$ cat config.mk
export PLATFORM = sky130hd
export DESIGN_NAME = multi_cycle_sequencer
export DESIGN_NICKNAME = d
export VERILOG_FILES = /design/src/rtl/multi_cycle_sequencer.sv
export SDC_FILE = /design/constraint.sdc
export NUM_CORES = 1
export LEC_CHECK = 0
export ABC_AREA = 0
export BUFFER_PORTS_ARGS = -buffer_cell sky130_fd_sc_hd__buf_2
export CORE_MARGIN = 1
export CORE_UTILIZATION = 30
export DETAILED_ROUTE_END_ITERATION = 12
export PLACE_DENSITY_LB_ADDON = 0.1
export SYNTH_ARGS = -nofsm -noshare
export SYNTH_HDL_FRONTEND = slang
export SYNTH_SLANG_ARGS = --single-unit
$ cat constraint.sdc
create_clock -name clk -period 1.88 [get_ports clk]
set_clock_uncertainty 0.15 [all_clocks]
set_input_delay 0 -clock clk [delete_from_list [all_inputs] [get_ports clk]]
set_output_delay 0 -clock clk [all_outputs]
set_load 0.1 [all_outputs]
$ cat src/rtl/multi_cycle_sequencer.sv
// Decode-stage sequencer: expands CALL/RET/RTI into two opcodes, injects the
// two-part interrupt sequence, shields LDM immediates, and applies stall/flush.
module multi_cycle_sequencer (
    input  logic       clk,
    input  logic       rst,
    input  logic [4:0] fetchedOp,
    input  logic       interrupt,
    input  logic       stall,
    input  logic       flush,
    output logic [4:0] opCodeOut,
    output logic       makeMeBubble,
    output logic       pcHold,
    output logic       intAck,
    output logic       busy
);

    localparam logic [4:0] OP_NOP   = 5'b00000;
    localparam logic [4:0] OP_LDM   = 5'b10001;
    localparam logic [4:0] OP_CALL1 = 5'b11000;
    localparam logic [4:0] OP_CALL2 = 5'b11001;
    localparam logic [4:0] OP_RET1  = 5'b11010;
    localparam logic [4:0] OP_RET2  = 5'b11011;
    localparam logic [4:0] OP_RTI1  = 5'b11100;
    localparam logic [4:0] OP_RTI2  = 5'b11101;
    localparam logic [4:0] OP_INT1  = 5'b11110;
    localparam logic [4:0] OP_INT2  = 5'b11111;

    typedef enum logic [2:0] {
        S_IDLE  = 3'd0,
        S_CALL2 = 3'd1,
        S_RET2  = 3'd2,
        S_RTI2  = 3'd3,
        S_INT1  = 3'd4,
        S_INT2  = 3'd5,
        S_IMM   = 3'd6
    } state_e;

    state_e     state_q, state_d;
    logic       int_pending_q, int_pending_d;
    logic [4:0] op_d;
    logic       bubble_d, hold_d, ack_d;
    logic       int_blocked;

    // Interrupts may not split a multi-part instruction or an LDM/immediate pair.
    assign int_blocked = (fetchedOp == OP_CALL1) || (fetchedOp == OP_RET1) ||
                         (fetchedOp == OP_RTI1)  || (fetchedOp == OP_LDM);

    always_comb begin
        // NOTE: every signal gets a default before the case so no path leaves one unassigned, which would infer a latch.
        state_d  = state_q;
        op_d     = OP_NOP;
        bubble_d = 1'b0;
        hold_d   = 1'b0;
        ack_d    = 1'b0;

        unique case (state_q)
            S_IDLE: begin
                if (int_pending_q && !int_blocked) begin
                    op_d    = OP_INT1;
                    hold_d  = 1'b1;
                    state_d = S_INT1;
                end else begin
                    op_d = fetchedOp;
                    case (fetchedOp)
                        OP_CALL1: begin hold_d = 1'b1; state_d = S_CALL2; end
                        OP_RET1:  begin hold_d = 1'b1; state_d = S_RET2;  end
                        OP_RTI1:  begin hold_d = 1'b1; state_d = S_RTI2;  end
                        OP_LDM:   state_d = S_IMM;
                        default:  state_d = S_IDLE;
                    endcase
                end
            end
            S_CALL2: begin op_d = OP_CALL2; state_d = S_IDLE; end
            S_RET2:  begin op_d = OP_RET2;  state_d = S_IDLE; end
            S_RTI2:  begin op_d = OP_RTI2;  state_d = S_IDLE; end
            S_INT1:  begin op_d = OP_INT2;  hold_d = 1'b1; state_d = S_INT2; end
            S_INT2:  begin op_d = OP_NOP;   ack_d = 1'b1;  state_d = S_IDLE; end
            S_IMM:   begin op_d = OP_NOP;   state_d = S_IDLE; end
            default: state_d = S_IDLE;
        endcase

        // Flush kills the decode slot outright; stall freezes it but keeps the opcode visible.
        if (flush) begin
            op_d     = OP_NOP;
            bubble_d = 1'b0;
            hold_d   = 1'b0;
            ack_d    = 1'b0;
            state_d  = S_IDLE;
        end else if (stall) begin
            bubble_d = 1'b1;
            hold_d   = 1'b1;
            ack_d    = 1'b0;
            state_d  = state_q;
        end

        int_pending_d = interrupt ||
                        (int_pending_q && !(state_q == S_IDLE && state_d == S_INT1));
    end

    // NOTE: state registers use non-blocking assignments so every flop samples pre-edge values.
    always_ff @(posedge clk or posedge rst) begin
        if (rst) begin
            state_q       <= S_IDLE;
            int_pending_q <= 1'b0;
        end else begin
            state_q       <= state_d;
            int_pending_q <= int_pending_d;
        end
    end

    always_comb begin
        opCodeOut    = rst ? OP_NOP : op_d;
        makeMeBubble = !rst && bubble_d;
        pcHold       = !rst && hold_d;
        intAck       = !rst && ack_d;
        busy         = !rst && (state_q != S_IDLE);
    end

endmodule
# Yosys cells after proc, flatten, opt, wreduce, memory -nomap -nowiden

Index checks and enable logic that the tools add are counted.
Widths: inputs -> output; s select.

Reductions and logical operators: 17
Multiply operators: 0
Divide/modulo/power cells: 0
Equal/unequal tests: 10
Shift operators: 0
Magnitude comparators: 0
Bitwise operators: 0
Add/subtract/negate cells: 0
Muxes and demuxes: 19

Operators by type and width:

| operator           | count |
|---|---|
| $pmux 5 s5         | 1 |
| $eq 5x5->1 const B | 4 |
| $mux 5             | 3 |
| $pmux 3 s4         | 1 |
| $eq 3x3->1 const B | 3 |
| $mux 1             | 9 |
| $mux 3             | 3 |
| $logic_and 1x1->1  | 7 |
| $eq 3x2->1 const B | 2 |
| $pmux 3 s2         | 1 |
| $logic_or 1x1->1   | 4 |
| $eq 3x1->1 const B | 1 |
| $logic_not 1->1    | 3 |
| $logic_not 3->1    | 1 |
| $reduce_bool 3->1  | 1 |
| $reduce_or 3->1    | 1 |
| $pmux 1 s2         | 1 |

Bits in read-only memories: 0
Bits in latches: 0
Memory bits (writable): 0
Register bits after elaboration: 4
Output and inout bits: 9
Input port bits: 10
Memories: 0

# Longest topological paths before layout

Depth after elaboration: 15
Mapped depth: 4
Gate-level depth less buffers: 4

# Worst setup path after synthesis

OpenSTA, ideal clock, no wires.

Path kind: flip-flop to output port
Start: register state_q[1]
End: output pcHold
Stages on the path, launching flop included: 5
Slack: -1.000 ns
Path buffers: 1
Arrival time: 2.730 ns
Cells stage by stage: dfrtp_1 clkbuf_1 nor2_1 nor2_1 a2111oi_2

Cells in the longest elaborated chain, start to end: 5
Elaborated cells between the ends (all ways): 6
Classes of those cells: eq/ne: 1; mux: 3; reduce/logical: 2

Ends and longest elaborated chain:

| element                                              | line | RTL |
|---|---|---|
| from (decl)                                          | 38   | `state_e state_q, state_d;` |
| from (signal assigned)                               | 106  | `state_q <= state_d;` |
| $eq 3x3->1 / $logic_not 3->1 (equally long branches) | 56   | `unique case (state_q)` |
| $pmux 1 s2 *                                         | 56   |  |
| $mux 1 *                                             | 89   | `end else if (stall) begin` |
| $mux 1 *                                             | 83   | `if (flush) begin` |
| $logic_and 1x1->1 *                                  | 114  | `pcHold = !rst && hold_d;` |
| to (decl)                                            | 12   | `output logic pcHold,` |

Every way passes the cells marked *; elsewhere a longest branch is shown, timed or not.

# Final worst setup path

Start: register state_q[2]
End: output opCodeOut[4]

Cells in the longest elaborated chain, start to end: 4
Elaborated cells between the ends (all ways): 8
Classes of those cells: eq/ne: 4; mux: 3; reduce/logical: 1

Ends and longest elaborated chain:

| element                            | line | RTL |
|---|---|---|
| $eq 3x3->1 (tied with other cells) | 56   |  |
| $pmux 5 s5 *                       | 56   |  |
| $mux 5 *                           | 83   |  |
| $mux 5 *                           | 112  | `opCodeOut = rst ? OP_NOP : op_d;` |
| to (decl)                          | 10   | `output logic [4:0] opCodeOut,` |

Marked as above.

==> metrics <==
slowest cell delay on critical path 370 ps; Global Route met1 Usage 0.270; #FFs+latches synth 4; global-route wire length before repair 2070 um; Slew headroom 0.622; unrepaired setup endpoints after global routing false; Worst R2R Setup Slack roughly 450 ps; worst-case vdd ir drop between 0.2 and 0.3 mV; layout cells sized above 1 0.409; Max Cap Viol 0; fin crit share 0.929; Layout Utilization 0.575; largest family of logic cells by synthesized area compound AO/OA/AOI/OAI gates; met2 usage 0.302; GR Layer Usage met3 0.0667; Clock transition at path regs roughly 40 ps; Post-Route WL 1390 um; CTS tree built; top-level I/O count 19; Buffers on Ports 18; initial antenna violation count 0; cts bufs inserted 3; initial core utilization 0.330; Synth Area in Compound Gates 0.374; Avg Inst Size Synth 7.38 sq um; final worst setup slack 134 ps; GP Congestion 0.857; Worst Hold Slack 103 ps; die width 40.1 um; Post-DP HPWL 999 um; vias in the first global route 489; Nets 100; Core Rows 13; Leakage 0.329 nW; Synth Area in XOR/XNOR 0; Worst-Skew Late Latency 240 ps; Synth Area in Adders 0; diodes inserted 0; fin. max-slew vios 0; Crit path required time 1730 ps; register area share after synthesis 0.230; Synth Cell Area 435 sq um; Vias 550; mux cell area share after synthesis 0; fin crit period between 1500 and 2000 ps; crit path max-delay cell type dfrtp_1; Final Setup Violations 0; CTS Buffer Depth 2; Cells after DPL 96; Total GRT Usage 0.193; Antenna Violating Nets Remaining 0; Place WS 262 ps; status complete, no violations; Top Usage Layer GRT met2; critical path type register to output pin; CP Launch Type register; pwr/cell area 597 nW/um^2; FMAX between 500 and 600 MHz; DRC 0; Mapped Nets 69; Pre-antenna DRT Iters 4; final cell count without fillers 103; vias per cell 5.34; clock sinks 4; pin count of the biggest net entering global routing 11; Syn. warnings 0; fill cell count between 100 and 150; root buf cell clkbuf_4; CP endpoint kind output pin; Final Hold Vio Count 0; area grow syn2layout 73.9%; critical path cell sequence buf_4 > nor3_1 > buf_4 > a21oi_4 > buf_2; Area after DPL 677 sq um; crit-path max FO 4; unique cell type count in the Yosys netlist 27; Core ar. roughly 1300 sq um; grt ovf 0; Crit path arrival time 1600 ps; htree depth 1; postcts setup bufs 0; DR iter-0 viols 19; crit-path most repeated cell buf_4; synthesized netlist cell count 59; Simple-Gate Fraction of Synth Area 0.353; design area around 760 sq um; Worst-Margin Slew roughly 560 ps; Hold WC Path Type input port to async pin; routed len/inst about 13 um; die height around 40 um; Die ar. 1610 sq um
## report_power, final
| group | internal, mW | total [mW] | leakage (nW) | switching [mW] |
|---|---|---|---|---|
| sequential | 0.0923 | 0.0986 | 0.0498 | 0.00631 |
| combinational | 0.0791 | 0.248 | 0.265 | 0.169 |
| clock | 0.0713 | 0.105 | 0.0138 | 0.0341 |
| total | 0.243 | 0.452 | 0.329 | 0.209 |
## worst paths after layout
path                       depth (start not counted)            end         start
max                                                5   opCodeOut[4]    state_q[2]
min                                                3     state_q[1]           rst
max reg2reg                                        4  int_pending_q    state_q[2]
min reg2reg                                        2     state_q[2]    state_q[2]
max in group asynchronous                          3  int_pending_q           rst
min in group clk                                   4     state_q[1]  fetchedOp[2]
## layer usage
layer / routed length (um) / part of all wire / vias to the layer above
li1: - / - / 280
met1: 683 / 0.49 / 250
met2: 645 / 0.46 / 20
met3: 59 / 0.043 / 0
met4: 0 / 0 / 0
met5: 0 / 0 / -
## worst max-delay path: cells and delay by family, from the launching register on
kind	cells	cell delay, ps
simple gates	1	250
buf+inv	3	680
flops	1	370
compound gates	1	50
## logic make-up after synthesis
logic type,count (synthesis)
and+or+nand+nor,28
DFF,4
buffers and inverters,5
AOI/OAI and AO/OA,22
## synthesized netlist by cell type, drive strengths merged
cell	instances	area, sq um
nor3	3	15.0
o21ai	3	15.0
a21o	1	7.51
and3	1	6.26
a21oi	8	40.0
a2111oi	1	15.0
nand3b	1	7.51
nand4b	1	8.76
or3b	1	8.76
dfrtp	4	100
o31ai	1	7.51
nand4bb	1	11.3
or4bb	1	11.3
o32a	1	10.0
a2111o	1	11.3
and3b	1	8.76
clkbuf	2	7.51
nand2	5	18.8
a31oi	3	33.8
and2	1	6.26
nand2b	2	12.5
nor2	9	33.8
a211oi	1	7.51
o211ai	2	15.0
nand3	1	5.00
inv	3	11.3
## cell usage in the layout, fill, tap and decap left out, drive strengths merged, types with 3 or more instances in the layout
| cell type | count |
|---|---|
| clkbuf | 4 |
| nor3 | 3 |
| buf | 22 |
| nor2 | 9 |
| inv | 3 |
| dfrtp | 4 |
| a21oi | 8 |
| a31oi | 3 |
| o21ai | 3 |
| dlygate4sd3 | 4 |
| nand2 | 5 |
## layout make-up
cell class,instances,area (sq um),area share
sequential,4,100,0.132
tap,15,18.8,0.0248
inverter,3,11.3,0.0149
clock buffer,3,22.5,0.0298
timing repair buffer,28,215,0.284
multi-input combinational,50,389,0.514
## metrics by stage
| stage | power, mW | TNS (ps) |
|---|---|---|
| floorplan | 0.265 | -344 |
| global placement | 0.336 | 0 |
| detailed placement | 0.336 | 0 |
| CTS | 0.454 | 0 |
| global route | 0.481 | 0 |
| finish | 0.452 | 0 |
## flip-flops by register name, indices dropped and copies added (netlist names)
name and count:
state_q 3, int_pending_q 1
## what timing repair did
action,4_1_cts,5_1_grt
pin swaps,0,1
hold buffers,5,0
gates resized for setup,1,3
setup endpoints to repair,2,3
endpoints found under the hold margin,8,0
No activity file was read; power rests on OpenSTA's default activity.
